--- src/rtl/hbm_rd_sequencer.sv ---
// Read-traffic sequencer for one HBM pseudo-channel AXI3 master: strided AR bursts, R sink, run counters.
// Define HBM_RD_LAT_MON_EN to build the first-beat latency monitor; otherwise lat_first is tied 0.

module hbm_rd_sequencer #(
    parameter int ADDR_WIDTH      = 33,
    parameter int ID_WIDTH        = 6,
    parameter int MAX_OUTSTANDING = 32
) (
    input  logic                  clk,
    input  logic                  arstn,
    input  logic                  start,
    input  logic [ADDR_WIDTH-1:0] cfg_base,
    input  logic [31:0]           cfg_stride,
    input  logic [31:0]           cfg_mask,
    input  logic [31:0]           cfg_num,
    input  logic [3:0]            cfg_len,
    output logic [ADDR_WIDTH-1:0] araddr,
    output logic [3:0]            arlen,
    output logic [2:0]            arsize,
    output logic [1:0]            arburst,
    output logic [ID_WIDTH-1:0]   arid,
    output logic                  arvalid,
    input  logic                  arready,
    input  logic                  rvalid,
    input  logic                  rlast,
    input  logic [1:0]            rresp,
    output logic                  rready,
    output logic                  busy,
    output logic                  done,
    output logic [31:0]           beat_cnt,
    output logic [15:0]           err_cnt,
    output logic [47:0]           cycle_cnt,
    output logic [15:0]           lat_first
);

    localparam int            OW      = $clog2(MAX_OUTSTANDING) + 1;
    localparam logic [OW-1:0] OUT_MAX = OW'(MAX_OUTSTANDING);

    typedef enum logic [1:0] {S_IDLE, S_RUN, S_DRAIN, S_DONE} state_e;

    state_e                state_q, state_d;
    logic [ADDR_WIDTH-1:0] base_q;
    logic [31:0]           stride_q, mask_q, num_q;
    logic [3:0]            len_q;
    logic [31:0]           issued_q, issued_d;
    logic [31:0]           off_q, off_d;
    logic [OW-1:0]         outst_q, outst_d;
    logic [31:0]           beat_q, beat_d;
    logic [15:0]           err_q, err_d;
    logic [47:0]           cyc_q, cyc_d;
    logic                  rready_q;

    logic start_acc, active, ar_fire, r_fire, r_close;

    assign start_acc = start && (state_q == S_IDLE);
    assign active    = (state_q == S_RUN) || (state_q == S_DRAIN);
    assign ar_fire   = arvalid && arready;
    assign r_fire    = rvalid && rready_q;
    // Stray beats outside a run are accepted but never close a burst.
    assign r_close   = active && r_fire && rlast && (outst_q != '0);

    // Issue condition can only drop through a handshake, so AR never withdraws.
    assign arvalid   = (state_q == S_RUN) && (issued_q < num_q) && (outst_q < OUT_MAX);
    assign araddr    = base_q + ADDR_WIDTH'(off_q & mask_q);
    assign arlen     = len_q;
    assign arsize    = 3'b101;
    assign arburst   = 2'b01;
    assign arid      = '0;
    assign rready    = rready_q;
    assign busy      = active;
    assign done      = (state_q == S_DONE);
    assign beat_cnt  = beat_q;
    assign err_cnt   = err_q;
    assign cycle_cnt = cyc_q;

    always_comb begin
        // NOTE: every variable gets its hold value first so no path infers a latch.
        state_d  = state_q;
        issued_d = issued_q;
        off_d    = off_q;
        outst_d  = outst_q;
        beat_d   = beat_q;
        err_d    = err_q;
        cyc_d    = cyc_q;

        unique case (state_q)
            S_IDLE: if (start) begin
                state_d  = (cfg_num == 32'd0) ? S_DONE : S_RUN;
                issued_d = '0;
                off_d    = '0;
                outst_d  = '0;
                beat_d   = '0;
                err_d    = '0;
                cyc_d    = '0;
            end
            S_RUN:   if (ar_fire && (issued_q + 32'd1 == num_q)) state_d = S_DRAIN;
            S_DRAIN: if (outst_q == '0) state_d = S_DONE;
            S_DONE:  state_d = S_IDLE;
            default: state_d = S_IDLE;
        endcase

        if (active) begin
            cyc_d = cyc_q + 48'd1;
            if (r_fire) begin
                beat_d = beat_q + 32'd1;
                if ((rresp != 2'b00) && (err_q != 16'hFFFF)) err_d = err_q + 16'd1;
            end
        end

        if (ar_fire) begin
            issued_d = issued_q + 32'd1;
            off_d    = off_q + stride_q;
        end

        unique case ({ar_fire, r_close})
            2'b10:   outst_d = outst_q + OW'(1);
            2'b01:   outst_d = outst_q - OW'(1);
            default: ;
        endcase
    end

    // NOTE: sequential state uses non-blocking assignments so every flop samples pre-edge values.
    always_ff @(posedge clk or negedge arstn) begin
        if (!arstn) begin
            state_q  <= S_IDLE;
            issued_q <= '0;
            off_q    <= '0;
            outst_q  <= '0;
            beat_q   <= '0;
            err_q    <= '0;
            cyc_q    <= '0;
            rready_q <= 1'b0;
        end else begin
            state_q  <= state_d;
            issued_q <= issued_d;
            off_q    <= off_d;
            outst_q  <= outst_d;
            beat_q   <= beat_d;
            err_q    <= err_d;
            cyc_q    <= cyc_d;
            rready_q <= 1'b1;
        end
    end

    always_ff @(posedge clk or negedge arstn) begin
        if (!arstn) begin
            base_q   <= '0;
            stride_q <= '0;
            mask_q   <= '0;
            num_q    <= '0;
            len_q    <= '0;
        end else if (start_acc) begin
            base_q   <= cfg_base;
            stride_q <= cfg_stride;
            mask_q   <= cfg_mask;
            num_q    <= cfg_num;
            len_q    <= cfg_len;
        end
    end

`ifdef HBM_RD_LAT_MON_EN
    logic        lat_arm_q, lat_hit_q;
    logic [15:0] lat_cnt_q, lat_q;

    // Armed on the first AR handshake; the first R handshake afterwards captures the count.
    always_ff @(posedge clk or negedge arstn) begin
        if (!arstn) begin
            lat_arm_q <= 1'b0;
            lat_hit_q <= 1'b0;
            lat_cnt_q <= '0;
            lat_q     <= '0;
        end else if (start_acc) begin
            lat_arm_q <= 1'b0;
            lat_hit_q <= 1'b0;
            lat_cnt_q <= '0;
            lat_q     <= '0;
        end else if (active) begin
            if (lat_arm_q) begin
                if (r_fire) begin
                    lat_q     <= (lat_cnt_q == 16'hFFFF) ? 16'hFFFF : lat_cnt_q + 16'd1;
                    lat_arm_q <= 1'b0;
                    lat_hit_q <= 1'b1;
                end else if (lat_cnt_q != 16'hFFFF) begin
                    lat_cnt_q <= lat_cnt_q + 16'd1;
                end
            end else if (ar_fire && !lat_hit_q) begin
                lat_arm_q <= 1'b1;
                lat_cnt_q <= '0;
            end
        end
    end

    assign lat_first = lat_q;
`else
    assign lat_first = '0;
`endif

endmodule

--- config.mk ---
export PLATFORM = sky130hd
export DESIGN_NAME = hbm_rd_sequencer
export DESIGN_NICKNAME = d
export VERILOG_FILES = /design/src/rtl/hbm_rd_sequencer.sv
export SDC_FILE = /design/constraint.sdc
export NUM_CORES = 1
export LEC_CHECK = 0
export ABC_AREA = 0
export CAP_MARGIN = 20
export CORE_MARGIN = 2
export CORE_UTILIZATION = 49
export CTS_CLUSTER_DIAMETER = 60
export DETAILED_ROUTE_END_ITERATION = 10
export PLACE_DENSITY_LB_ADDON = 0.3
export RECOVER_POWER = 50
export SLEW_MARGIN = 20
export SYNTH_ARGS = -nofsm -noshare
export SYNTH_HDL_FRONTEND = slang
export SYNTH_SLANG_ARGS = --single-unit
--- constraint.sdc ---
create_clock -name clk -period 4.4 [get_ports clk]
set_clock_uncertainty 0.1 [all_clocks]
set_input_delay 1.1 -clock clk [delete_from_list [all_inputs] [get_ports clk]]
set_output_delay 1.1 -clock clk [all_outputs]
set_load 0.01 [all_outputs]
==> results.md <==
- Timing-limited maximum frequency: 212 MHz
- Initial DRT Pass Iterations: 7
- Crit start category: flip-flop
- Element type at the critical path end: output port
- Detail Route Antenna Nets: 0
- Row cnt: 70
- Period utilisation layout: 1.07
- Fraction of layout cells with a size suffix above 1: 0.107
- Top-level port count: 305
- Share of the synthesized area in the top cell type: 0.414
- Max Root-Sink Buffers: 3
- Post-synthesis compound-gate area fraction: 0.145
- Setup repair after global routing missed its margin: yes
- Sw Ratio: 0.243
- Remaining global-route overflow: 0
- Post-CTS Hold Fix Bufs: 0
- Largest area contributor in the synthesized netlist: sky130_fd_sc_hd__dfrtp_1
- Slew at the pin with the worst max-slew slack: 2.08 ns
- Worst Path Required: 3.20 ns
- Number of distinct library cell variants in the gate-level netlist after synthesis: 73
- Post-synth design cell area: 18300 µm²
- Failing checks: capacitance limit, slew limit, setup timing
- Maximum ir drop on the vdd rail: 0.260 mV
- CTS tree: yes
- Relative slew slack: -0.385
- Asr flop ratio synth: 1.00
- Crit-path max FO: 3
- Total Routed Length: 49700 µm
- Path type of the worst min-delay path: reg2reg
- Switching component of the power: 0.00158 W
- Number of enable-type register cells in the synthesized netlist: 0
- Fin. Hold Viols: 0
- Cell count after synthesis: 2122
- Post-Synth Adder-Cell Area: 0.0793
- Result of the run: finished, violations left
- Number of instances in the placed design: 2892
- Synthesized area per cell: 8.61 µm²
- Remaining routing DRC violations: 0
- Number of nets in the layout: 2747
- Routability-driven placement congestion ratio: 0.956
- Chip width: 197 µm
- Average vias per placed instance: 5.51
- Start-to-end type of the worst setup path: reg2out
- Hold Slack: 0.364 ns
- Count of placed standard cells in the final layout, fillers left out: 2985
- Die area: 38800 µm²
- Overall track demand over capacity in global routing: 0.253
- Total design power: 0.00652 W
- Master cell of the clock root buffer: sky130_fd_sc_hd__clkbuf_16
- Vertical die dimension: 197 µm
- Initial Util: 0.498
- # Max-Cap Violations: 4
- Number of setup violations in the final report: 13
- Most common flop cell mapped by yosys: sky130_fd_sc_hd__dfrtp_1
- Ranking of synthesized cells by area: sky130_fd_sc_hd__dfrtp_1 41%, sky130_fd_sc_hd__nand2_1 9.9%, sky130_fd_sc_hd__ha_1 7.6%, sky130_fd_sc_hd__o21ai_0 4.7%, sky130_fd_sc_hd__xnor2_1 4.1%
- Relative contribution of combinational cells to total power: 0.094
- Clock-pin slew on the worst setup and hold paths: 0.06 ns
- CTS sink cnt: 302
- Routed wire length per instance: 16.6 µm
- Largest family of logic cells by synthesized area: simple AND/OR/NAND/NOR gates
- Sum Neg Setup Slack: -2.66 ns
- Largest net degree at the start of global routing: 92
- XOR/XNOR Fraction of Synth Area: 0.0753
- Inserted Clock Buffers: 36
- Synth Warn #: 0
- Global-route wire length before repair: 80100 µm
- Post-layout worst setup margin: -0.311 ns
- Antenna violations before repair: 1
- Overall via count from detail_route: 16500
- Drt first-iter violations: 948
- Number of slew-limit violations in the final report: 215
- Internal Dissipation: 0.00493 W
- Critical path arrival: 3.51 ns
- Sequential Power Share: 0.446
- Clock latency on the worst-skew pair: 0.52 ns
- Flop and latch count out of synthesis: 302
- Power per Cell Area: 276 nW/µm²
- Leakage Power: 11.7 nW
- Number of H-tree branching levels: 2
- Portion of the post-synthesis area used by sequential elements: 0.414
- Minimum clock period after layout: 4.71 ns
- Post-route standard cell area excluding fillers: 23600 µm²
- HPWL after detailed placement: 36000 µm
- Std-Cell Core Area: 36700 µm²
- Number of global-route vias before repair: 15900
- Clock group share of total power: 0.460
- Mux cell area share after synthesis: 0.00939
- Synthesis-to-finish area growth: 29.2%
- Placed Area: 22100 µm²
- Simple-gate portion of the synthesized area: 0.237
- Number of input and output port buffers inserted: 277
-- critical path: stages, from the launching register on --
cell and delay (ns):
sky130_fd_sc_hd__dfrtp_1 0.37, sky130_fd_sc_hd__and2_4 0.17, sky130_fd_sc_hd__ha_4 0.17, sky130_fd_sc_hd__buf_4 0.14, sky130_fd_sc_hd__a211oi_2 0.20, sky130_fd_sc_hd__nor2_1 0.09, sky130_fd_sc_hd__o41a_1 0.36, sky130_fd_sc_hd__a21o_1 0.27
sky130_fd_sc_hd__buf_6 0.15, sky130_fd_sc_hd__nand4_1 0.15, sky130_fd_sc_hd__a31oi_4 0.14, sky130_fd_sc_hd__a221oi_2 0.31, sky130_fd_sc_hd__nor2b_2 0.21, sky130_fd_sc_hd__xnor2_1 0.12, sky130_fd_sc_hd__buf_2 0.15
-- power groups by stage --
stage	clock (W)	combinational (W)	sequential (W)
floorplan	0	0.000286	0.00294
global placement	0	0.000583	0.00295
detailed placement	0	0.000603	0.00296
CTS	0.00306	0.000621	0.00291
global route	0.00318	0.000678	0.00292
finish	0.00300	0.000613	0.00291
-- layout by cell type, fill, tap and decap left out, types with 33 or more instances in the layout --
cell                              synthesis  routed
sky130_fd_sc_hd__nor2_1                 125     124
sky130_fd_sc_hd__inv_1                   60      59
sky130_fd_sc_hd__ha_1                   111     107
sky130_fd_sc_hd__buf_4                   27     113
sky130_fd_sc_hd__o31ai_1                 34      33
sky130_fd_sc_hd__nand3_1                111     111
sky130_fd_sc_hd__xnor2_1                 85      84
sky130_fd_sc_hd__and3_1                  43      42
sky130_fd_sc_hd__xor2_1                  72      71
sky130_fd_sc_hd__dfrtp_1                302     301
sky130_fd_sc_hd__o21ai_0                172     166
sky130_fd_sc_hd__nand2_1                480     479
sky130_fd_sc_hd__clkdlybuf4s50_1          0     247
sky130_fd_sc_hd__clkbuf_16                0      37
sky130_fd_sc_hd__a21oi_1                 65      55
sky130_fd_sc_hd__and2_1                  42      39
sky130_fd_sc_hd__a21o_1                  44      44
-- cells by family (layout without fill, tap and decap cells) --
kind of cell	Yosys count	count (layout)
AND/OR/NAND/NOR	943	943
AO/OA/AOI/OAI	422	422
flip-flops	302	302
buffers and inverters	165	533
XOR/XNOR	157	157
adder cells (fa/ha/maj)	114	114
multiplexers	17	17
other	2	29
-- synthesized netlist by cell type (all sizes together) (11+ instances only) --
master and count:
and3 44, a21oi 65, a21o 44, inv 61
clkbuf 68, a31oi 11, o31ai 34, nand2b 12
nand3 113, o21a 12, o21ai 174, nor3 26
nor4 21, mux2i 16, and2 42, buf 35
nor2b 18, xor2 72, a211oi 18, xnor2 85
dfrtp 302, nor2 125, nand2 480, nand4 26
ha 111
-- worst paths after layout --
| check | from | to | slack, ns | cells past startpoint |
|---|---|---|---|---|
| hold reg to reg | mask_q[28] | mask_q[28] | 0.36 | 2 |
| setup reg to reg | issued_q[21] | issued_q[26] | 0.27 | 20 |
| setup / recovery | mask_q[0] | araddr[29] | -0.31 | 14 |
| max in group asynchronous | arstn | base_q[31] | 0.69 | 2 |
| hold / removal | mask_q[28] | mask_q[28] | 0.36 | 2 |
| min in group asynchronous | arstn | cycle_cnt[31] | 1.09 | 1 |
-- through the flow --
| stage | util | setup WS, ns |
|---|---|---|
| 6_report | 0.643 | -0.311 |
| 3_5_place_dp | 0.601 | -0.709 |
| 2_1_floorplan | - | 0.0599 |
| 5_1_grt | 0.643 | -0.484 |
| 4_1_cts | 0.640 | -0.498 |
| 3_3_place_gp | 0.601 | -0.612 |
-- metal layers --
layer | part of all wire | vias up | track usage
li1 | - | 8037 | -
met1 | 0.45 | 7846 | 0.349
met2 | 0.46 | 490 | 0.408
met3 | 0.058 | 88 | 0.0396
met4 | 0.029 | 0 | 0.0849
met5 | 0 | - | 0
-- state kept, by name, indices dropped and copies added (netlist names) --
register	count
cycle_cnt	48
base_q	33
beat_cnt	32
issued_q	32
mask_q	32
num_q	32
off_q	32
stride_q	32
err_cnt	16
outst_q	6
arlen	4
state_q	2
rready	1
-- layout make-up --
cell class	count	area, µm²
Clock buffer	50	1030
Fill cell	3073	13100
Antenna cell	1	2.50
Inverter	62	233
Sequential cell	302	7560
Timing Repair Buffer	409	3680
Clock inverter	12	148
Multi-Input combinational cell	1681	10300
Tap cell	468	586
-- what timing repair did --
item,4_1_cts,5_1_grt
buffers inserted,19,11
resized for setup,118,37
hold endpoints to repair,0,0
pin swaps,34,38
endpoints found under the setup margin,26,28
Note: power is estimated with default switching activity, not from simulation.
